--- config.mk ---
export PLATFORM = sky130hd
export DESIGN_NAME = armleo_axi_write_mux
export DESIGN_NICKNAME = d
export VERILOG_FILES = /design/src/rtl/armleo_axi_write_mux.sv
export SDC_FILE = /design/constraint.sdc
export NUM_CORES = 1
export LEC_CHECK = 0
export CORE_AREA = 2 2 238 240
export DETAILED_ROUTE_END_ITERATION = 7
export DIE_AREA = 0 0 240 242
export PLACE_DENSITY_LB_ADDON = 0.15
export SYNTH_ARGS = -nofsm -noshare
export SYNTH_HDL_FRONTEND = slang
export SYNTH_SLANG_ARGS = --single-unit
--- constraint.sdc ---
create_clock -name clk -period 3.3 [get_ports clk]
set_input_delay 0.495 -clock clk [delete_from_list [all_inputs] [get_ports clk]]
set_output_delay 0.495 -clock clk [all_outputs]
set_load 0.01 [all_outputs]
--- src/rtl/armleo_axi_write_mux.sv ---
// N-to-1 AXI4 write multiplexer: round-robin on AW, and the granted host owns AW, W and B
// until its B handshake completes. Only one write burst is outstanding at a time.
module armleo_axi_write_mux #(
    parameter int HOST_NUMBER = 5,
    parameter int ADDR_WIDTH = 32,
    parameter int DATA_WIDTH = 32,
    parameter int ID_WIDTH = 4,
    localparam int HOST_NUMBER_CLOG2 = $clog2(HOST_NUMBER),
    localparam int DATA_STROBES = DATA_WIDTH / 8
) (
    input  logic                               clk,
    input  logic                               rst,

    input  logic [HOST_NUMBER-1:0]             upstream_axi_awvalid,
    output logic [HOST_NUMBER-1:0]             upstream_axi_awready,
    input  logic [HOST_NUMBER*ADDR_WIDTH-1:0]  upstream_axi_awaddr,
    input  logic [HOST_NUMBER*8-1:0]           upstream_axi_awlen,
    input  logic [HOST_NUMBER*3-1:0]           upstream_axi_awsize,
    input  logic [HOST_NUMBER*2-1:0]           upstream_axi_awburst,
    input  logic [HOST_NUMBER*ID_WIDTH-1:0]    upstream_axi_awid,
    input  logic [HOST_NUMBER-1:0]             upstream_axi_awlock,
    input  logic [HOST_NUMBER*3-1:0]           upstream_axi_awprot,

    input  logic [HOST_NUMBER-1:0]             upstream_axi_wvalid,
    output logic [HOST_NUMBER-1:0]             upstream_axi_wready,
    input  logic [HOST_NUMBER*DATA_WIDTH-1:0]  upstream_axi_wdata,
    input  logic [HOST_NUMBER*DATA_STROBES-1:0] upstream_axi_wstrb,
    input  logic [HOST_NUMBER-1:0]             upstream_axi_wlast,

    output logic [HOST_NUMBER-1:0]             upstream_axi_bvalid,
    input  logic [HOST_NUMBER-1:0]             upstream_axi_bready,
    output logic [HOST_NUMBER*2-1:0]           upstream_axi_bresp,
    output logic [HOST_NUMBER*ID_WIDTH-1:0]    upstream_axi_bid,

    output logic                               downstream_axi_awvalid,
    input  logic                               downstream_axi_awready,
    output logic [ADDR_WIDTH-1:0]              downstream_axi_awaddr,
    output logic [7:0]                         downstream_axi_awlen,
    output logic [2:0]                         downstream_axi_awsize,
    output logic [1:0]                         downstream_axi_awburst,
    output logic [ID_WIDTH-1:0]                downstream_axi_awid,
    output logic                               downstream_axi_awlock,
    output logic [2:0]                         downstream_axi_awprot,

    output logic                               downstream_axi_wvalid,
    input  logic                               downstream_axi_wready,
    output logic [DATA_WIDTH-1:0]              downstream_axi_wdata,
    output logic [DATA_STROBES-1:0]            downstream_axi_wstrb,
    output logic                               downstream_axi_wlast,

    input  logic                               downstream_axi_bvalid,
    output logic                               downstream_axi_bready,
    input  logic [1:0]                         downstream_axi_bresp,
    input  logic [ID_WIDTH-1:0]                downstream_axi_bid,

    output logic [1:0]                         debug_state_o
);
    // Every channel uses AXI valid/ready: a transfer happens on the rising edge where both
    // are high; valid never waits on ready, and the mux only forwards, never buffers.
    localparam logic [1:0] STATE_IDLE = 2'd0;
    localparam logic [1:0] STATE_DATA = 2'd1;
    localparam logic [1:0] STATE_RESP = 2'd2;
    localparam int CW = HOST_NUMBER_CLOG2 + 1;
    localparam logic [HOST_NUMBER_CLOG2-1:0] IDX_ONE = HOST_NUMBER_CLOG2'(1);

    logic [1:0]                   state_q, state_d;
    logic [HOST_NUMBER_CLOG2-1:0] lock_idx_q, lock_idx_d;
    logic [HOST_NUMBER_CLOG2-1:0] rr_ptr_q, rr_ptr_d;
    logic                         aw_done_q, aw_done_d;
    logic                         w_done_q, w_done_d;

    logic                         grant_valid;
    logic [HOST_NUMBER_CLOG2-1:0] grant_idx;
    logic [CW-1:0]                cand;
    logic sel_awvalid, sel_wvalid, sel_bready;
    logic aw_open, w_open, b_open, aw_hs, w_last_hs, b_hs;

    assign debug_state_o = state_q;
    assign aw_open = (state_q == STATE_DATA) && !aw_done_q;
    assign w_open  = (state_q == STATE_DATA) && !w_done_q;
    assign b_open  = (state_q == STATE_RESP);

    // Round-robin search starting at rr_ptr, wrapping at HOST_NUMBER.
    always_comb begin
        grant_valid = 1'b0;
        grant_idx = '0;
        cand = '0;
        for (int k = 0; k < HOST_NUMBER; k++) begin
            cand = {1'b0, rr_ptr_q} + CW'(k);
            if (cand >= CW'(HOST_NUMBER)) cand = cand - CW'(HOST_NUMBER);
            if (!grant_valid && upstream_axi_awvalid[cand]) begin
                grant_valid = 1'b1;
                grant_idx = cand[HOST_NUMBER_CLOG2-1:0];
            end
        end
    end

    always_comb begin
        sel_awvalid = 1'b0;
        sel_wvalid = 1'b0;
        sel_bready = 1'b0;
        downstream_axi_awaddr = '0;
        downstream_axi_awlen = '0;
        downstream_axi_awsize = '0;
        downstream_axi_awburst = '0;
        downstream_axi_awid = '0;
        downstream_axi_awlock = 1'b0;
        downstream_axi_awprot = '0;
        downstream_axi_wdata = '0;
        downstream_axi_wstrb = '0;
        downstream_axi_wlast = 1'b0;
        upstream_axi_awready = '0;
        upstream_axi_wready = '0;
        upstream_axi_bvalid = '0;
        for (int i = 0; i < HOST_NUMBER; i++) begin
            if (int'(lock_idx_q) == i) begin
                sel_awvalid = upstream_axi_awvalid[i];
                sel_wvalid = upstream_axi_wvalid[i];
                sel_bready = upstream_axi_bready[i];
                downstream_axi_awaddr = upstream_axi_awaddr[i*ADDR_WIDTH +: ADDR_WIDTH];
                downstream_axi_awlen = upstream_axi_awlen[i*8 +: 8];
                downstream_axi_awsize = upstream_axi_awsize[i*3 +: 3];
                downstream_axi_awburst = upstream_axi_awburst[i*2 +: 2];
                downstream_axi_awid = upstream_axi_awid[i*ID_WIDTH +: ID_WIDTH];
                downstream_axi_awlock = upstream_axi_awlock[i];
                downstream_axi_awprot = upstream_axi_awprot[i*3 +: 3];
                downstream_axi_wdata = upstream_axi_wdata[i*DATA_WIDTH +: DATA_WIDTH];
                downstream_axi_wstrb = upstream_axi_wstrb[i*DATA_STROBES +: DATA_STROBES];
                downstream_axi_wlast = upstream_axi_wlast[i];
                upstream_axi_awready[i] = aw_open && downstream_axi_awready;
                upstream_axi_wready[i] = w_open && downstream_axi_wready;
                upstream_axi_bvalid[i] = b_open && downstream_axi_bvalid;
            end
        end
    end

    assign downstream_axi_awvalid = aw_open && sel_awvalid;
    assign downstream_axi_wvalid  = w_open && sel_wvalid;
    assign downstream_axi_bready  = b_open && sel_bready;
    assign upstream_axi_bresp = {HOST_NUMBER{downstream_axi_bresp}};
    assign upstream_axi_bid   = {HOST_NUMBER{downstream_axi_bid}};

    assign aw_hs     = downstream_axi_awvalid && downstream_axi_awready;
    assign w_last_hs = downstream_axi_wvalid && downstream_axi_wready && downstream_axi_wlast;
    assign b_hs      = downstream_axi_bvalid && downstream_axi_bready;

    always_comb begin
        state_d = state_q;
        lock_idx_d = lock_idx_q;
        rr_ptr_d = rr_ptr_q;
        aw_done_d = aw_done_q;
        w_done_d = w_done_q;
        case (state_q)
            STATE_IDLE: begin
                if (grant_valid) begin
                    lock_idx_d = grant_idx;
                    rr_ptr_d = ({1'b0, grant_idx} == CW'(HOST_NUMBER - 1)) ? '0 : grant_idx + IDX_ONE;
                    state_d = STATE_DATA;
                end
            end
            STATE_DATA: begin
                if (aw_hs) aw_done_d = 1'b1;
                if (w_last_hs) w_done_d = 1'b1;
                // Same-cycle handshakes count, so DATA can last a single cycle.
                if ((aw_done_q || aw_hs) && (w_done_q || w_last_hs)) state_d = STATE_RESP;
            end
            STATE_RESP: begin
                if (b_hs) begin
                    aw_done_d = 1'b0;
                    w_done_d = 1'b0;
                    state_d = STATE_IDLE;
                end
            end
            default: state_d = STATE_IDLE;
        endcase
    end

    always_ff @(posedge clk or posedge rst) begin
        if (rst) begin
            state_q <= STATE_IDLE;
            lock_idx_q <= '0;
            rr_ptr_q <= '0;
            aw_done_q <= 1'b0;
            w_done_q <= 1'b0;
        end else begin
            state_q <= state_d;
            lock_idx_q <= lock_idx_d;
            rr_ptr_q <= rr_ptr_d;
            aw_done_q <= aw_done_d;
            w_done_q <= w_done_d;
        end
    end
endmodule
==> run metrics, run 1 <==
outcome=completed; Core Area=0.0557 mm2; sequential power share=3.8%; warnings from Yosys=0; Cells after Synth=480; final layout net count=1542; Seq/Total Area, Yosys=4.99%; vias in the first global route=7328; leading register cell type out of synthesis=dfrtp_1; first-pass GRT wire length=59300 um; crit start category=register; number of setup violations in the final report=0; R2R cell count=14; Hold Startpoint=aw_done_q; Setup WS post-layout=20.2 ps; layout cells sized above 1=21.0%; Post-Syn Area per Cell=10.5 um2; gr usage total=14.6%; Clock Latency Late Sink=240 ps; hold path depth=2; Slew headroom=63.2%; cts hold-fix bufs=0; Hold Worst Slack=545 ps; worst setup skew after layout=4.62 ps; Cell Rows=87; Max Freq=305 MHz; CP arrival=3400 ps; final WL=44700 um; Vias per Instance=3.83; post-layout util=22.0%; design area=0.0123 mm2; Seq cells post-synth=10; Post-Syn Nets=967; Min-Delay Path Class=register to register; r2r startpoint=rr_ptr_q[0]; Hold Fails Final Rpt=0; clock period minus final worst setup slack=3280 ps; wire per inst=24.6 um; cts bufs inserted=3; layout overhead on the synthesized area=145%; TritonCTS clock tree=done; Post-Synthesis Cell Area=0.00502 mm2; EDFF count, synth=0; num ports=616; initial antenna violation count=35; DRT iter0 DRCs=274; peak fanout along the critical path=4; CP endpoint kind=register; cell area power density=800 mW/mm2; Int Pwr=5.42 mW; RSZ-0062 raised after global routing=yes; combinational share of power=94.0%; chip width=240 um; Slew @ Worst Pin=553 ps; Worst EP required=3420 ps; max-slew violations=0; clock sink count=10; R2R Setup Slk=20 ps; CTS Buffer Depth=2; NetSw=4.40 mW; Clk pwr share=2.2%; DRT Pass-1 Iters=4; via total after detailed routing=6972; H-tree level count=1; hold endpoint=aw_done_q; fin crit share=99.4%; DP Wirelength=39500 um; Yosys cell types=64; Die Y-Extent=242 um; Area after DPL=0.0121 mm2; clk root buf=clkbuf_16; CP Class=register to register; Async S/R FF share, synth=100%; Die ar.=0.0581 mm2; placer congestion estimate=0.849; I/O Buffers=579; Crit. Startpoint=rr_ptr_q[0]; Static Leak=4.35 nW; switching portion of total power=44.8%; Place WS=-213 ps; # Max-Cap Violations=0; clk slew on worst S/H paths=40 ps; Final ANT Viol Nets=0; largest net degree at the start of global routing=75; DRC Markers=0; Peak VDD IR=0.406 mV; grt ovf=0; Initial Util=9.00%; reg-to-reg endpoint=rr_ptr_q[1]
## final cells by class
class	count	area, um2
Inverter	12	50.0
Timing Repair Buffer	653	6540
Antenna cell	11	27.5
Tap cell	756	946
Fill cell	6141	43500
Clock buffer	4	78.8
Multi-Input combinational cell	375	4380
Sequential cell	10	260
## metrics by stage
stage          setup TNS [ps]  std cells  power, mW
6_report                    0       1821       9.82
5_1_grt                  -176       1814       10.5
4_1_cts                     0       1807       9.85
3_5_place_dp             -451       1802       9.49
3_3_place_gp             -375       1802       9.56
2_1_floorplan               0        480       5.04
## worst max path at each step
stage | to | slack [ps] | cells past startpoint
final | rr_ptr_q[1] | 20 | 14
after global routing | rr_ptr_q[1] | -90 | 14
after CTS | rr_ptr_q[1] | 0.6 | 14
after detailed placement | rr_ptr_q[1] | -210 | 10
after global placement | rr_ptr_q[1] | -180 | 10
after floorplan | rr_ptr_q[1] | 20 | 14
## repair_timing
item | in CTS | in global routing
pin swaps | 3 | 2
setup endpoints to repair | 3 | 4
gates resized for setup | 4 | 10
setup buffers | 1 | 3
gates cloned | 0 | 0
## metal layers
layer  wire length [um]  vias to the layer above  GRT usage, %
met5                 99                        -             0
met2              21100                      417          24.6
met3               6150                       36          7.61
met1              17000                     3361          17.0
met4                372                       16          1.30
li1                   -                     3142             -
## layout by cell type (no fill, tap or decap), types with 3 or more instances in the layout
cell type	instances
nor2_1	34
nand2b_1	9
diode_2	11
mux4_2	94
inv_1	9
nor2b_1	4
a22oi_1	3
nor3_1	4
buf_4	64
ha_1	6
clkbuf_16	3
buf_12	16
a31oi_1	4
a22o_1	93
ha_2	3
o21ai_1	5
o21ai_0	7
nand3_1	4
mux2i_1	12
xnor2_1	4
a21oi_1	5
clkdlybuf4s50_1	573
mux2_2	5
nand2_1	20
dfrtp_1	6
and2_1	3
## power groups by stage
stage          registers [mW]  clock network, mW  logic (mW)
2_1_floorplan           0.253                  0        4.79
3_3_place_gp            0.383                  0        9.17
3_5_place_dp            0.383                  0        9.11
4_1_cts                 0.382              0.222        9.24
5_1_grt                 0.396              0.231        9.87
6_report                0.376              0.217        9.23
## synthesized netlist by cell type, types with 6 or more instances
cell,number,area (um2)
buf_4,34,255
clkbuf_1,33,124
nor3_1,6,30.0
ha_1,10,125
mux4_2,94,2120
nor2_1,35,131
a21oi_1,7,35.0
a22o_1,93,815
buf_2,6,30.0
buf_1,10,37.5
dfrtp_1,10,250
nand2_1,20,75.1
o21ai_0,8,40.0
mux2i_1,12,120
inv_1,11,41.3
nand2b_1,9,56.3
## cell families after synthesis
kind of cell | after synthesis | share of synthesized area [%]
buffers and inverters | 95 | 9.80
flip-flops | 10 | 4.99
AND/OR/NAND/NOR | 97 | 9.55
XOR/XNOR | 5 | 1.02
multiplexers | 113 | 46.2
AO/OA/AOI/OAI | 149 | 25.6
adder cells (fa/ha/maj) | 11 | 2.89
## flip-flops by register name, summed over array words and instances (netlist names)
signal         flops
lock_idx_q         3
rr_ptr_q           3
debug_state_o      2
aw_done_q          1
w_done_q           1
## critical path, stage by stage (launching register included)
cell and delay, ps:
dfrtp_2 450, inv_4 90, ha_4 120, inv_2 30
fa_2 400, a21oi_4 160, mux4_2 560, o2bb2ai_4 170
a21oi_1 60, o31a_1 130, a2111oi_2 220, a211o_2 190
inv_1 40, ha_1 270, mux2_4 260
(Power assumes the default switching activity.)
==> inputs of run 2 (changes only) <==
CTS_CLUSTER_DIAMETER = 60   (was default)
SLEW_MARGIN = 20   (was default)
==> results of run 2 <==
The final DEF is identical to that of run 1; final timing and power are the same.
==> inputs of run 3 (changes only) <==
SLEW_MARGIN = default   (was 20)
==> results of run 3 <==
The final DEF is identical to that of run 1; final timing and power are the same.
